File: config.mk
export PLATFORM = sky130hd
export DESIGN_NAME = vga_text_render
export DESIGN_NICKNAME = d
export VERILOG_FILES = /design/src/rtl/vga_text_render.sv
export SDC_FILE = /design/constraint.sdc
export NUM_CORES = 1
export LEC_CHECK = 0
export CAP_MARGIN = 5
export CORE_MARGIN = 2
export CORE_UTILIZATION = 55
export DETAILED_ROUTE_END_ITERATION = 6
export GPL_TIMING_DRIVEN = 0
export PLACE_DENSITY = 0.88
export SYNTH_ARGS = -nofsm -noshare
export SYNTH_HDL_FRONTEND = slang
export SYNTH_SLANG_ARGS = --single-unit
File: constraint.sdc
create_clock -name clk -period 4.6 [get_ports clk]
set_input_delay 0.92 -clock clk [delete_from_list [all_inputs] [get_ports clk]]
set_output_delay 0.92 -clock clk [all_outputs]
set_load 0.02 [all_outputs]
File: src/rtl/vga_text_render.sv
// vga_text_render: VGA timing generator and 8x8 text-mode glyph renderer.
// Optional feature macro: CURSOR_EN adds cursor_addr and a blinking, inverted cursor cell.
// char_read and font_row are sampled on the clk edge that follows the one that
// registered addr_read / font_addr, which fixes the output latency at 4 clk.
module vga_text_render #(
  parameter int          h_disp   = 1280,
  parameter int          v_disp   = 1024,
  parameter int          h_fp     = 48,
  parameter int          h_sync   = 112,
  parameter int          h_bp     = 248,
  parameter int          v_fp     = 1,
  parameter int          v_sync   = 3,
  parameter int          v_bp     = 38,
  parameter bit          SYNC_POL = 1'b1,
  parameter logic [11:0] FG_COLOR = 12'hFFF,
  parameter logic [11:0] BG_COLOR = 12'h000,
  localparam int         addr_width = $clog2(h_disp*v_disp/64)
) (
  input  logic                  clk,
  input  logic                  rst,
  output logic [addr_width-1:0] addr_read,
  input  logic [7:0]            char_read,
  output logic [10:0]           font_addr,
  input  logic [7:0]            font_row,
  output logic [11:0]           vga_rgb,
  output logic                  vga_de,
  output logic                  vga_hsync,
  output logic                  vga_vsync
`ifdef CURSOR_EN
  ,
  input  logic [addr_width-1:0] cursor_addr
`endif
);

  localparam int H_TOTAL = h_disp + h_fp + h_sync + h_bp;
  localparam int V_TOTAL = v_disp + v_fp + v_sync + v_bp;
  localparam int HW      = $clog2(H_TOTAL);
  localparam int VW      = $clog2(V_TOTAL);

  localparam logic [HW-1:0] H_LAST   = HW'(H_TOTAL - 1);
  localparam logic [HW-1:0] H_DISP_C = HW'(h_disp);
  localparam logic [HW-1:0] HS_START = HW'(h_disp + h_fp);
  localparam logic [HW-1:0] HS_END   = HW'(h_disp + h_fp + h_sync);
  localparam logic [VW-1:0] V_LAST   = VW'(V_TOTAL - 1);
  localparam logic [VW-1:0] V_DISP_C = VW'(v_disp);
  localparam logic [VW-1:0] VS_START = VW'(v_disp + v_fp);
  localparam logic [VW-1:0] VS_END   = VW'(v_disp + v_fp + v_sync);

  logic [HW-1:0]           h_cnt_q, h_cnt_d;
  logic [VW-1:0]           v_cnt_q, v_cnt_d;
  logic                    h_wrap, v_wrap;
  logic                    de0, hs0, vs0, pix;
  logic [31:0]             addr_full;
  logic [addr_width-1:0]   addr_read_q, addr_read_d;
  logic [10:0]             font_addr_q, font_addr_d;
  logic [7:0]              row_q, row_d;
  logic [2:0]              vlo_q, vlo_d;
  // index 0 = registered at T+1, index 2 = registered at T+3
  logic [2:0]              de_pipe_q, de_pipe_d;
  logic [2:0]              hs_pipe_q, hs_pipe_d;
  logic [2:0]              vs_pipe_q, vs_pipe_d;
  logic [2:0][2:0]         hlo_pipe_q, hlo_pipe_d;
  logic [11:0]             vga_rgb_q, vga_rgb_d;
  logic                    vga_de_q, vga_de_d;
  logic                    vga_hsync_q, vga_hsync_d;
  logic                    vga_vsync_q, vga_vsync_d;
`ifdef CURSOR_EN
  logic [1:0]              cur_pipe_q, cur_pipe_d;
  logic [5:0]              frame_cnt_q, frame_cnt_d;
`endif

  // Raster counters: h wraps every line, v advances on the h wrap.
  always_comb begin
    h_wrap  = (h_cnt_q == H_LAST);
    v_wrap  = (v_cnt_q == V_LAST);
    h_cnt_d = h_wrap ? '0 : h_cnt_q + 1'b1;
    v_cnt_d = v_cnt_q;
    if (h_wrap) v_cnt_d = v_wrap ? '0 : v_cnt_q + 1'b1;
  end

  // Fetch/render pipeline: address -> font lookup -> glyph row -> pixel.
  always_comb begin
    de0 = (h_cnt_q < H_DISP_C) && (v_cnt_q < V_DISP_C);
    hs0 = (h_cnt_q >= HS_START) && (h_cnt_q < HS_END);
    vs0 = (v_cnt_q >= VS_START) && (v_cnt_q < VS_END);
    // constant multiply by the cell columns per row; synthesis reduces it to shift-add
    addr_full   = 32'(v_cnt_q >> 3) * 32'(h_disp / 8) + 32'(h_cnt_q >> 3);
    addr_read_d = addr_full[addr_width-1:0];
    vlo_d       = v_cnt_q[2:0];
    de_pipe_d   = {de_pipe_q[1:0], de0};
    hs_pipe_d   = {hs_pipe_q[1:0], hs0};
    vs_pipe_d   = {vs_pipe_q[1:0], vs0};
    hlo_pipe_d  = {hlo_pipe_q[1:0], h_cnt_q[2:0]};
    font_addr_d = {char_read, vlo_q};
    row_d       = font_row;
    // bit 7 is the leftmost pixel, so index = 7 - h[2:0] = ~h[2:0]
    pix         = row_q[~hlo_pipe_q[2]];
`ifdef CURSOR_EN
    cur_pipe_d  = {cur_pipe_q[0], (addr_read_q == cursor_addr)};
    frame_cnt_d = (h_wrap && v_wrap) ? frame_cnt_q + 1'b1 : frame_cnt_q;
    pix         = pix ^ (cur_pipe_q[1] & frame_cnt_q[5]);
`endif
    vga_rgb_d   = de_pipe_q[2] ? (pix ? FG_COLOR : BG_COLOR) : 12'h000;
    vga_de_d    = de_pipe_q[2];
    vga_hsync_d = hs_pipe_q[2] ? SYNC_POL : ~SYNC_POL;
    vga_vsync_d = vs_pipe_q[2] ? SYNC_POL : ~SYNC_POL;
  end

  // State registers; reset flushes the pipeline and restarts the frame at (0,0).
  always_ff @(posedge clk) begin
    if (rst) begin
      h_cnt_q     <= '0;
      v_cnt_q     <= '0;
      addr_read_q <= '0;
      font_addr_q <= '0;
      row_q       <= '0;
      vlo_q       <= '0;
      de_pipe_q   <= '0;
      hs_pipe_q   <= '0;
      vs_pipe_q   <= '0;
      hlo_pipe_q  <= '0;
      vga_rgb_q   <= '0;
      vga_de_q    <= 1'b0;
      vga_hsync_q <= ~SYNC_POL;
      vga_vsync_q <= ~SYNC_POL;
`ifdef CURSOR_EN
      cur_pipe_q  <= '0;
      frame_cnt_q <= '0;
`endif
    end else begin
      h_cnt_q     <= h_cnt_d;
      v_cnt_q     <= v_cnt_d;
      addr_read_q <= addr_read_d;
      font_addr_q <= font_addr_d;
      row_q       <= row_d;
      vlo_q       <= vlo_d;
      de_pipe_q   <= de_pipe_d;
      hs_pipe_q   <= hs_pipe_d;
      vs_pipe_q   <= vs_pipe_d;
      hlo_pipe_q  <= hlo_pipe_d;
      vga_rgb_q   <= vga_rgb_d;
      vga_de_q    <= vga_de_d;
      vga_hsync_q <= vga_hsync_d;
      vga_vsync_q <= vga_vsync_d;
`ifdef CURSOR_EN
      cur_pipe_q  <= cur_pipe_d;
      frame_cnt_q <= frame_cnt_d;
`endif
    end
  end

  assign addr_read = addr_read_q;
  assign font_addr = font_addr_q;
  assign vga_rgb   = vga_rgb_q;
  assign vga_de    = vga_de_q;
  assign vga_hsync = vga_hsync_q;
  assign vga_vsync = vga_vsync_q;

endmodule

==> results_dict.tcl <==
set metrics [dict create \
    wl_per_cell_um 13.5 \
    synth_top_area_cell "dfxtp_1" \
    critPathLaunchType "flip-flop" \
    max-cap-violations 0 \
    post-cts-setup-buffers 0 \
    cp-end-kind "flip-flop" \
    final_max_slew_viol_count 0 \
    antenna_found_initial 0 \
    power.density_mw_per_mm2 298 \
    synth.distinct_cells 46 \
    relSlewSlack_pct 68.8 \
    ioPinCount 59 \
    ys.flop_type "dfxtp_1" \
    cts.sinks 81 \
    synthCells 330 \
    grt_use_met1_pct 23.8 \
    coreArea_mm2 0.00589 \
    grt_util_all_layers_pct 20.5 \
    synth_top_area_share_pct 48.4 \
    grt_start_max_net_pins 15 \
    avgSynthCellArea_um2 10.1 \
    setup_viol 0 \
    overflow 0 \
    ant_nets 0 \
    rows 28 \
    drc 0 \
    nNetsFinal 436 \
    synth-async-reset-ratio_pct 0 \
    clk_path_buf_depth 2 \
    cp.required_ns 4.88 \
    final-instance-count-excl-fill 478 \
    num-fill-cells 415 \
    seq_area_frac_synth_pct 48.4 \
    hold_viol 0 \
    cts.clk_slew.worst_paths_ns 0.08 \
    drive_gt1_share_pct 10.2 \
    start_util_pct 56.9 \
    yosys_warnings 0 \
    numPortBuffers 57 \
    synth_nets 368 \
    h-tree-depth 3 \
    grt_pass1_vias 2366 \
    via_per_inst 5.19 \
    fin_crit_sh_pct 60.0 \
    use_met2_pct 35.1 \
    status "finished, final reports clean" \
    met3_usage_pct 5.38 \
    clock_latency_ns 0.35 \
    cp.arrival_ns 3.04 \
    top_usage_layer "met2" \
    drtIter0Drc 86 \
    vdd_drop_max_v 0.000255 \
    die_x_um 82.0 \
    post_cts_resized 0 \
    diodes 0 \
    clock_skew_ns 0.00965 \
    crit_type "reg2reg" \
    worstPathMaxFanout 6 \
    grt_pass1_wl_mm 10.4 \
    cts_buffers 9 \
    p_leak_nw 1.64 \
    cts_tree "done" \
    dieArea_mm2 0.00673 \
    rrSetupSlack_ns 1.84 \
    synth_edf_count 0 \
    power.total_mw 1.25 \
    die_h_um 82.0 \
    rsz0062_at_grt "false" \
    syn_to_final_growth_pct 25.2 \
    wirelength_mm 6.46 \
    synth.area.top_cells "dfxtp_1 48%, nor2b_1 9.7%, ha_1 6.7%, xor2_1 3.7%, nor2_1 3.6%" \
    fmax_mhz 362 \
    firstDrtPassIters 4 \
    fin_tns_setup_ns 0 \
    cts_root_buffer "clkbuf_8" \
    fin_crit_ns 2.76 \
    ys_ff_latch 81 \
    worst_hold_path_type "reg2reg" \
    routabilityCongestion 0.797 \
    holdBufCountCts 0 \
    fin_util_pct 71.2 \
    dp_cells 462 \
    worst_slew_pin_slew_ns 0.468 \
    dp.final_hpwl_mm 4.74 \
    syn_area_mm2 0.00335 \
    via_count 2479 \
]
routing by layer:
metal  wire length, um  vias to the layer above
met5                 0                        -
met4               117                        0
met3               430                       10
met2              3150                       75
met1              2760                     1153
li1                  -                     1241
cell usage after synthesis (all sizes together) (3+ instances only):
cell / count
xor2: 14
xnor2: 7
nand3: 5
ha: 18
or4: 3
a21oi: 7
nand2: 12
a211oi: 5
and3: 4
nand4b: 4
dfxtp: 81
buf: 16
or3: 6
o21ai: 7
nand4: 9
nor4: 3
nor2: 32
clkbuf: 7
inv: 7
nor3: 5
nor2b: 52
through the flow:
| stage | setup WS, ns | hold slack, ns | instance area, um2 |
|---|---|---|---|
| 5_1_grt | 1.74 | 0.463 | 4190 |
| 3_5_place_dp | 1.90 | 0.422 | 4010 |
| 6_report | 1.84 | 0.437 | 4190 |
| 2_1_floorplan | 2.16 | 0.414 | 3350 |
| 3_3_place_gp | 1.97 | 0.416 | 4010 |
| 4_1_cts | 1.86 | 0.442 | 4190 |
flip-flops by register name (all words and copies together), names as in the netlist:
name,flops
addr_read,15
font_addr,11
h_cnt_q,11
v_cnt_q,11
row_q,8
hlo_pipe_d,6
de_pipe_q,3
hlo_pipe_q,3
hs_pipe_q,3
vlo_q,3
vs_pipe_q,3
vga_de,1
vga_hsync,1
vga_rgb,1
vga_vsync,1
critical path: stages (launching register included):
cell	delay, ns
dfxtp_1	0.47
ha_1	0.28
ha_1	0.23
fa_1	0.41
a211oi_1	0.45
nor2_1	0.14
o311a_1	0.38
a31o_2	0.22
a21oi_1	0.11
cell usage in the layout (no fill, tap or decap), drive strengths merged, types with 2 or more instances in the layout:
cell type      netlist  final
nand4                9      9
nor2b               52     52
clkbuf               7     18
o21ai                7      7
or4                  3      3
a21oi                7      7
buf                 16     16
nor4                 3      3
xnor2                7      7
clkinv               0      3
xor2                14     14
ha                  18     18
mux4                 2      2
a211oi               5      5
nor3b                2      2
nor3                 5      5
fa                   2      2
dfxtp               81     81
a311oi               2      2
or3                  6      6
nor2                32     32
or2                  2      2
and3                 4      4
a21o                 2      2
nand4b               4      4
o21ba                2      2
nand2               12     12
nand3                5      5
clkdlybuf4s50        0     57
inv                  7      8
final timing paths:
| check | start | to | depth (start not counted) |
|---|---|---|---|
| worst min register to register | hlo_pipe_d[5] | hlo_pipe_d[8] | 1 |
| worst max-delay path | v_cnt_q[6] | addr_read[14] | 8 |
| worst max register to register | v_cnt_q[6] | addr_read[14] | 8 |
| worst min-delay path | hlo_pipe_d[5] | hlo_pipe_d[8] | 1 |
kinds of logic (layout without fill, tap and decap cells):
logic type                 Yosys count  in the layout  synth area share (%)
AOI/OAI and AO/OA                   31             31                  6.50
xor gates and xnor gates            21             21                  5.49
adders and majority gates           20             20                  7.92
buffers and inverters               30            103                  4.93
DFF                                 81             81                  48.4
muxes                                3              3                  1.64
and+or+nand+nor                    144            144                  25.1
area by class of cell:
| cell class | instances | area, um2 | share of cell area, % |
|---|---|---|---|
| Buffer | 23 | 139 | 3.31 |
| Clock inverter | 5 | 38.8 | 0.925 |
| Clock buffer | 11 | 141 | 3.37 |
| Inverter | 7 | 26.3 | 0.627 |
| Timing Repair Buffer | 57 | 571 | 13.6 |
| Multi-Input combinational cell | 219 | 1560 | 37.2 |
| Sequential cell | 81 | 1620 | 38.7 |
| Tap cell | 75 | 93.8 | 2.24 |
report_power, final:
part	leakage, nW	switching, mW	internal (mW)	total (mW)
Sequential	0.659	0.00591	0.714	0.720
Combinational	0.889	0.0270	0.0334	0.0603
Clock	0.0899	0.254	0.214	0.467
Total	1.64	0.286	0.961	1.25
Note: power is estimated with default switching activity, not from simulation.
